`src/rtl/perf_sampler.sv`:
```
// perf_sampler: periodically sweeps the 64 perf monitor counter words into a
// local snapshot RAM, optionally clears the links afterwards, and exposes the
// snapshot plus CTRL/PERIOD/SEQ/STATUS to the host over a zero-wait slave.
// Build macro PERF_SAMPLER_DBUF_EN: double-buffered snapshot with bank swap on
// sample commit; STATUS bit2 then reports the front bank.
module perf_sampler #(
  parameter int unsigned NUM_REGS = 64,
  parameter int unsigned PERIOD_W = 24
) (
  input  logic        clk,
  input  logic        rst_n,
  output logic [5:0]  perf_address,
  output logic        perf_read,
  output logic        perf_write,
  output logic [31:0] perf_writedata,
  input  logic [31:0] perf_readdata,
  input  logic [6:0]  host_address,
  input  logic        host_read,
  input  logic        host_write,
  input  logic [31:0] host_writedata,
  output logic [31:0] host_readdata
);

  localparam logic [6:0] AddrCtrl   = 7'h40;
  localparam logic [6:0] AddrPeriod = 7'h41;
  localparam logic [6:0] AddrSeq    = 7'h42;
  localparam logic [6:0] AddrStatus = 7'h43;
  localparam logic [5:0] LastIdx    = 6'(NUM_REGS - 1);
  localparam logic [5:0] LastLink   = 6'd3;

`ifdef PERF_SAMPLER_DBUF_EN
  localparam int unsigned Banks  = 2;
  localparam int unsigned SnapAw = 7;
`else
  localparam int unsigned Banks  = 1;
  localparam int unsigned SnapAw = 6;
`endif

  typedef enum logic [2:0] {
    StIdle,
    StSweep,
    StClear,
    StDone,
    StWait
  } state_e;

  state_e              state_q, state_d;
  logic [5:0]          idx_q, idx_d;
  logic [PERIOD_W-1:0] cnt_q, cnt_d;
  logic [PERIOD_W-1:0] period_q;
  logic                en_q, clr_q, trig_q, ovr_q;
  logic [31:0]         seq_q;
  logic                busy;
  logic                ctrl_wr, period_wr, status_wr;
  logic                front_bank;
  logic [SnapAw-1:0]   snap_waddr, snap_raddr;
  logic [31:0]         rd_data;
  logic                unused_wdata;

  logic [31:0] snap_mem [Banks*NUM_REGS];

  assign ctrl_wr        = host_write && (host_address == AddrCtrl);
  assign period_wr      = host_write && (host_address == AddrPeriod);
  assign status_wr      = host_write && (host_address == AddrStatus);
  assign busy           = (state_q == StSweep) || (state_q == StClear);
  assign perf_writedata = '0;
  assign unused_wdata   = ^host_writedata;

`ifdef PERF_SAMPLER_DBUF_EN
  logic bank_q;

  // Swap front/back banks in the same cycle the sample is committed (SEQ++).
  always_ff @(posedge clk or negedge rst_n) begin
    if (!rst_n) begin
      bank_q <= 1'b0;
    end else if (state_q == StDone) begin
      bank_q <= ~bank_q;
    end
  end

  assign front_bank = bank_q;
  assign snap_waddr = {~bank_q, idx_q};
  assign snap_raddr = {bank_q, host_address[5:0]};
`else
  assign front_bank = 1'b0;
  assign snap_waddr = idx_q;
  assign snap_raddr = host_address[5:0];
`endif

  // Control/status registers; TRIG is held for exactly one cycle after its write.
  always_ff @(posedge clk or negedge rst_n) begin
    if (!rst_n) begin
      en_q     <= 1'b0;
      clr_q    <= 1'b0;
      trig_q   <= 1'b0;
      period_q <= '0;
      seq_q    <= '0;
      ovr_q    <= 1'b0;
    end else begin
      trig_q <= ctrl_wr && host_writedata[2];
      if (ctrl_wr) begin
        en_q  <= host_writedata[0];
        clr_q <= host_writedata[1];
      end
      if (period_wr) begin
        period_q <= host_writedata[PERIOD_W-1:0];
      end
      if (state_q == StDone) begin
        seq_q <= seq_q + 32'd1;
      end
      // A dropped trigger wins over a simultaneous STATUS clear.
      if (trig_q && busy) begin
        ovr_q <= 1'b1;
      end else if (status_wr) begin
        ovr_q <= 1'b0;
      end
    end
  end

  // Sequencer state register.
  always_ff @(posedge clk or negedge rst_n) begin
    if (!rst_n) begin
      state_q <= StIdle;
      idx_q   <= '0;
      cnt_q   <= '0;
    end else begin
      state_q <= state_d;
      idx_q   <= idx_d;
      cnt_q   <= cnt_d;
    end
  end

  // Sequencer next state: sweep, optional link clear, commit, inter-sample wait.
  always_comb begin
    state_d = state_q;
    idx_d   = idx_q;
    cnt_d   = cnt_q;
    unique case (state_q)
      StIdle: begin
        if (en_q || trig_q) begin
          state_d = StSweep;
          idx_d   = '0;
        end
      end
      StSweep: begin
        idx_d = idx_q + 6'd1;
        if (idx_q == LastIdx) begin
          idx_d   = '0;
          state_d = clr_q ? StClear : StDone;
        end
      end
      StClear: begin
        idx_d = idx_q + 6'd1;
        if (idx_q == LastLink) begin
          idx_d   = '0;
          state_d = StDone;
        end
      end
      StDone: begin
        idx_d = '0;
        if (trig_q || (en_q && (period_q == '0))) begin
          state_d = StSweep;
        end else if (en_q) begin
          state_d = StWait;
          cnt_d   = period_q;
        end else begin
          state_d = StIdle;
        end
      end
      StWait: begin
        idx_d = '0;
        if (trig_q) begin
          state_d = StSweep;
        end else if (!en_q) begin
          state_d = StIdle;
        end else if (cnt_q <= PERIOD_W'(1)) begin
          state_d = StSweep;
        end else begin
          cnt_d = cnt_q - PERIOD_W'(1);
        end
      end
      default: state_d = StIdle;
    endcase
  end

  // Monitor strobes decode straight from state so reset drops them at once.
  always_comb begin
    perf_read    = 1'b0;
    perf_write   = 1'b0;
    perf_address = '0;
    if (state_q == StSweep) begin
      perf_read    = 1'b1;
      perf_address = idx_q;
    end else if (state_q == StClear) begin
      perf_write   = 1'b1;
      perf_address = {idx_q[1:0], 4'b0000};
    end
  end

  // Snapshot capture; not reset, contents valid only after the first sweep.
  always_ff @(posedge clk) begin
    if (perf_read) begin
      snap_mem[snap_waddr] <= perf_readdata;
    end
  end

  // Host read mux; snapshot reads see the pre-write value on a same-index collision.
  always_comb begin
    rd_data = '0;
    if (!host_address[6]) begin
      rd_data = snap_mem[snap_raddr];
    end else begin
      case (host_address)
        AddrCtrl:   rd_data = {30'b0, clr_q, en_q};
        AddrPeriod: rd_data = 32'(period_q);
        AddrSeq:    rd_data = seq_q;
        AddrStatus: rd_data = {29'b0, front_bank, ovr_q, busy};
        default:    rd_data = '0;
      endcase
    end
  end

  // Registered host read data, one cycle read latency.
  always_ff @(posedge clk or negedge rst_n) begin
    if (!rst_n) begin
      host_readdata <= '0;
    end else if (host_read) begin
      host_readdata <= rd_data;
    end
  end

endmodule

```
`config.mk`:
```
export PLATFORM = sky130hd
export DESIGN_NAME = perf_sampler
export DESIGN_NICKNAME = d
export VERILOG_FILES = /design/src/rtl/perf_sampler.sv
export SDC_FILE = /design/constraint.sdc
export NUM_CORES = 2
export LEC_CHECK = 0
export BUFFER_PORTS_ARGS = -buffer_cell sky130_fd_sc_hd__buf_2
export CAP_MARGIN = 20
export CORE_UTILIZATION = 30
export CTS_CLUSTER_SIZE = 30
export DETAILED_ROUTE_END_ITERATION = 8
export GPL_TIMING_DRIVEN = 1
export SYNTH_ARGS = -nofsm -noshare
export SYNTH_HDL_FRONTEND = slang
export SYNTH_SLANG_ARGS = --single-unit
```
`constraint.sdc`:
```
create_clock -name clk -period 5.34 [get_ports clk]
set_input_delay 1.068 -clock clk [delete_from_list [all_inputs] [get_ports clk]]
set_output_delay 1.068 -clock clk [all_outputs]
set_load 0.02 [all_outputs]
```
Word-level counts from Yosys, hierarchy flattened
Memory sizes are Yosys's and may differ from the RTL's.
Cells that the tools add are included.
{"block": "classes", "n_addsub": 3, "n_mul": 0, "div": 0, "order_cmp": 1, "n_eq_ne": 19, "shift": 0, "mux": 31, "n_bitwise": 0, "reduce_logical": 18}
{"cell": "$pmux 32 s4", "n": 1}
{"cell": "$mux 24", "n": 5}
{"cell": "$pmux 24 s2", "n": 1}
{"cell": "$add 32x1->32 const B", "n": 1}
{"cell": "$mux 32", "n": 1}
{"cell": "$mux 6", "n": 5}
{"cell": "$eq 7x7->1 const B", "n": 4}
{"cell": "$le 24x1->1 const B", "n": 1}
{"cell": "$logic_not 24->1", "n": 1}
{"cell": "$mux 3", "n": 8}
{"cell": "$pmux 6 s4", "n": 1}
{"cell": "$sub 24x1->24 const B", "n": 1}
{"cell": "$ne 2x2->1 const B", "n": 8}
{"cell": "$pmux 3 s5", "n": 1}
{"cell": "$mux 1", "n": 8}
{"cell": "$add 6x1->6 const B", "n": 1}
{"cell": "$eq 3x2->1 const B", "n": 2}
{"cell": "$eq 6x2->1 const B", "n": 1}
{"cell": "$eq 6x6->1 const B", "n": 1}
{"cell": "$logic_and 1x1->1", "n": 6}
{"cell": "$reduce_and 6->1", "n": 1}
{"cell": "$ne 4x4->1 const B", "n": 1}
{"cell": "$reduce_and 4->1", "n": 1}
{"cell": "$reduce_bool 2->1", "n": 2}
{"cell": "other kinds (7)", "n": 9}
{"block": "totals", "register_bits": 125, "latch_bits": 0, "mem_bits_rw": 2048, "mem_bits_ro": 0, "inputBits": 75, "output_inout_bits": 72, "elab_cells": 83, "memories": 1}
{"name": "snap_mem", "words": 64, "width": 32, "read_ports": 1, "rd_clocked_by_memory_dff": 0, "wr": 1, "line_no": "60", "source": "logic [31:0] snap_mem [Banks*NUM_REGS];"}

Logic depth before layout (Yosys ltp)
{"block": "depth", "depth_word": 5, "ltp_mapped": 12, "depth_no_buf": 8}

Least setup slack after synthesis
Ideal clock, no wire load.
{"block": "synth_timing", "path_kind": "register to register", "start": "register state_q[0]", "end": "memory snap_mem[41][0] (enable)", "setup_time_ns": 0.461, "arrival_ns": 4.007, "required_ns": 4.879, "setup_slack_ns": 0.872, "stages_incl_launch_ff": 8, "path_buffers": 2, "synth_period_minus_slack_ns": 4.468, "path_cell_list": "dfrtp_1 -> clkbuf_1 -> or3b_2 -> inv_2 -> and2_1 -> clkbuf_1 -> nand2_1 -> nor3_1"}
{"block": "synth_via", "elab_chain_len": 4}
{"item": "from (decl)", "line_no": "47", "source": "state_e state_q, state_d;"}
{"item": "from (signal assigned)", "line_no": "123", "source": "state_q <= StIdle;"}
{"item": "from (signal assigned)", "line_no": "127", "source": "state_q <= state_d;"}
{"item": "$eq 3x1->1", "line_no": "191", "source": "if (state_q == StSweep) begin"}
{"item": "$mux 1", "line_no": "191"}
{"item": "via perf_read", "line_no": "13", "source": "output logic perf_read,"}
{"item": "$mux 1", "line_no": "202", "source": "if (perf_read) begin"}
{"item": "$mux 1 (not written as such)", "line_no": "203", "source": "snap_mem[snap_waddr] <= perf_readdata;"}
{"item": "to (decl)", "line_no": "60"}
The timed path passes the listed nets, and every way through them passes these cells.

Final worst setup path
{"block": "layout_timing", "start": "register state_q[1]", "end": "memory snap_mem[15][23] (enable)"}
{"block": "layout_via", "elab_chain_len": 4}
{"item": "$eq 3x1->1", "line_no": "191"}
{"item": "$mux 1", "line_no": "191"}
{"item": "$mux 1", "line_no": "202"}
{"item": "$mux 1 (not written as such)", "line_no": "203"}
Every way passes these cells.

==> impl_metrics.ini <==
[cts]
clock_latency_ns = 0.88
cts_sinks = 2173
cts_resized = 0
clk_transition_reported_paths_ns = 0.06
clockBufferDepth = 3
cts_made_buffers = 216
cts_tree = built
holdBufCountCts = 0
cts_max_level = 4
clockRootBuffer = clkbuf_16
postCtsSetupBuffers = 0

[finish]
stdcell_area_sq_mm = 0.0990
fin_cells = 8643
nets = 4791
nFillCells = 26100
final_cell_mix = edfxtp_1 (2,048), mux4_2 (372), mux2i_1 (264)
final_common_cell = edfxtp_1
syn_to_final_growth_pct = 16.2
drive_gt1_frac = 0.246
final_util = 0.351

[synth]
seq_area_frac_synth = 0.759
synth-edff-count = 2048
ys_ff_latch = 2173
yosys_warnings = 0
ys.flop_type = edfxtp_1
syn-instance-count = 4379
synth.avg_cell_area_sq_um = 19.4
syn_area_sq_mm = 0.0852
synth_cell_types = 77
ys_async_sr_fraction = 0.0575

[worst_hold_path]
min_path_type = input pin to asynchronous set/reset pin

[place]
place.gp.congestion = 0.908
dp_slack_ns = 0.977
dp_hpwl_microns = 173000
dp.cells = 8230
io_buffers = 106
dpl_cell_area_sq_mm = 0.0917

[pwr]
p_sw_mw = 9.01
p_sw_frac = 0.239
p_per_area_mw_per_mm2 = 381
cellLeakagePower_nw = 31.7
clkPwrFrac = 0.405
power_frac_comb = 0.082
report.power.total_mw = 37.7
vdd_ir_drop_max_mv = 0.273
sequentialPowerShare = 0.513
p_int_mw = 28.7

[timing]
skew_ns = 0.0726
fmax_mhz = 244
setup_tns_ns = 0
hold_viol_final = 0
slew_headroom = 0.154
hold_ws_ns = 0.300
finalSetupViolations = 0
period_needed_ns = 4.10
setup_ws_ns = 1.24
rsz0062_at_grt = false
slew_viol_final = 0
post-route-period-util = 0.768
tightest_slew_ns = 1.26

[die]
start_util = 0.302
die_y_microns = 535
fp.dieArea_sq_mm = 0.286
std_cell_rows = 195
coreArea_sq_mm = 0.282
die_w_microns = 535
io_pins = 147

[critical_path]
endpoint_kind = register
critPathKind = register to register
critical_path.startpoint_type = register
rr_startpoint = state_q[1]$_DFFE_PN0P_
path_max_fanout = 27
required_ns = 5.79
crit_start = state_q[1]$_DFFE_PN0P_
cp.arrival_ns = 4.55

[route]
first_pass_iters = 6
drt-initial-drc-count = 7582
detail-route-antenna-nets = 0
drt-total-wl_microns = 275000
drc = 0
wl_per_cell_microns = 31.8
num_vias = 47500
drt-vias-per-instance = 5.50

[global_routing]
antenna_found_initial = 29
grt_pass1_wl_microns = 375000
grt_pass1_vias = 44800
grtUsageTotal = 0.188
grt_overflow = 0
grt_start_max_net_pins = 81

[status]
outcome = finished, final reports clean

[job]
max_cap_violations = 0
cells in the mapped netlist, types with 13 or more instances:
cell | number | share of area
edfxtp_1 | 2048 | 0.72
mux4_2 | 372 | 0.098
mux2i_1 | 264 | 0.031
nor2_1 | 195 | 0.0086
nand2_1 | 136 | 0.0060
o21ai_0 | 133 | 0.0078
dfrtp_1 | 125 | 0.037
a22oi_1 | 101 | 0.0089
clkbuf_1 | 97 | 0.0043
o22ai_1 | 95 | 0.0070
buf_4 | 91 | 0.0080
a21oi_1 | 70 | 0.0041
mux2_2 | 70 | 0.0093
buf_2 | 59 | 0.0035
nand3_1 | 59 | 0.0035
nor3_1 | 31 | 0.0018
nor4_1 | 30 | 0.0022
o211ai_1 | 27 | 0.0024
nor2b_1 | 23 | 0.0017
a22o_1 | 20 | 0.0021
xnor2_1 | 19 | 0.0020
o221ai_1 | 18 | 0.0019
a2111oi_0 | 17 | 0.0017
buf_6 | 16 | 0.0021
o2111ai_1 | 16 | 0.0016
buf_1 | 15 | 0.00066
nand2b_1 | 15 | 0.0011
a211oi_1 | 14 | 0.0012
a32oi_1 | 13 | 0.0013
inv_1 | 13 | 0.00057
routing by layer:
metal | part of all wire | GRT usage | vias up | routed length (microns)
met5 | 0.00066 | 0 | - | 180
met4 | 0.036 | 0.0630 | 26 | 9860
met3 | 0.11 | 0.0431 | 461 | 31200
met2 | 0.45 | 0.288 | 3154 | 125000
met1 | 0.40 | 0.263 | 25200 | 109000
li1 | - | - | 18700 | -
power by group through the flow:
stage | combinational (mW) | clock, mW | sequential, mW
floorplan | 1.59 | 0 | 19.6
global placement | 3.00 | 0 | 19.7
detailed placement | 3.04 | 0 | 19.7
CTS | 3.05 | 15.4 | 19.3
global route | 3.23 | 16.1 | 19.4
finish | 3.09 | 15.3 | 19.3
state kept, by name, indices dropped and copies added, names as in the netlist:
| signal | count |
|---|---|
| snap_mem | 2048 |
| host_readdata | 32 |
| seq_q | 32 |
| cnt_q | 24 |
| period_q | 24 |
| idx_q | 6 |
| state_q | 3 |
| clr_q | 1 |
| en_q | 1 |
| ovr_q | 1 |
| trig_q | 1 |
path summary, 6_finish.rpt:
path | endpoint | cells past startpoint | slack [ns]
worst max-delay path | snap_mem[15][23]$_DFFE_PP_ | 6 | 1.24
worst min-delay path | period_q[18]$_DFFE_PN0P_ | 1 | 0.30
worst max register to register | snap_mem[15][23]$_DFFE_PP_ | 6 | 1.24
worst min register to register | seq_q[31]$_DFFE_PN0P_ | 1 | 0.47
max in group asynchronous | period_q[0]$_DFFE_PN0P_ | 2 | 3.82
min in group clk | period_q[21]$_DFFE_PN0P_ | 2 | 0.45
layout make-up:
cell class	instances	area, sq um	share of cell area
Inverter	14	52.6	0.000531
Clock buffer	272	5710	0.0576
Sequential cell	2173	64600	0.653
Antenna cell	10	25.0	0.000253
Clock inverter	124	1420	0.0143
Timing Repair Buffer	363	2920	0.0295
Multi-Input combinational cell	1944	19600	0.198
Tap cell	3743	4680	0.0473
cell families after synthesis:
group	Yosys count	share of synthesized area
AOI/OAI and AO/OA	601	0.0475
other	1	0.0000440
DFF	2173	0.759
buffers and inverters	293	0.0192
and+or+nand+nor	570	0.0320
adders and majority gates	4	0.000588
xor gates and xnor gates	31	0.00319
muxes	706	0.139
worst max-delay path, stage by stage, from the launching register on:
cell and delay [ns]:
dfrtp_1 0.47, or3b_2 0.54, inv_2 0.17, and2_1 0.41
nand3_1 0.86, nor2_4 0.62, buf_4 0.64
Note: power is estimated with default switching activity, not from simulation.
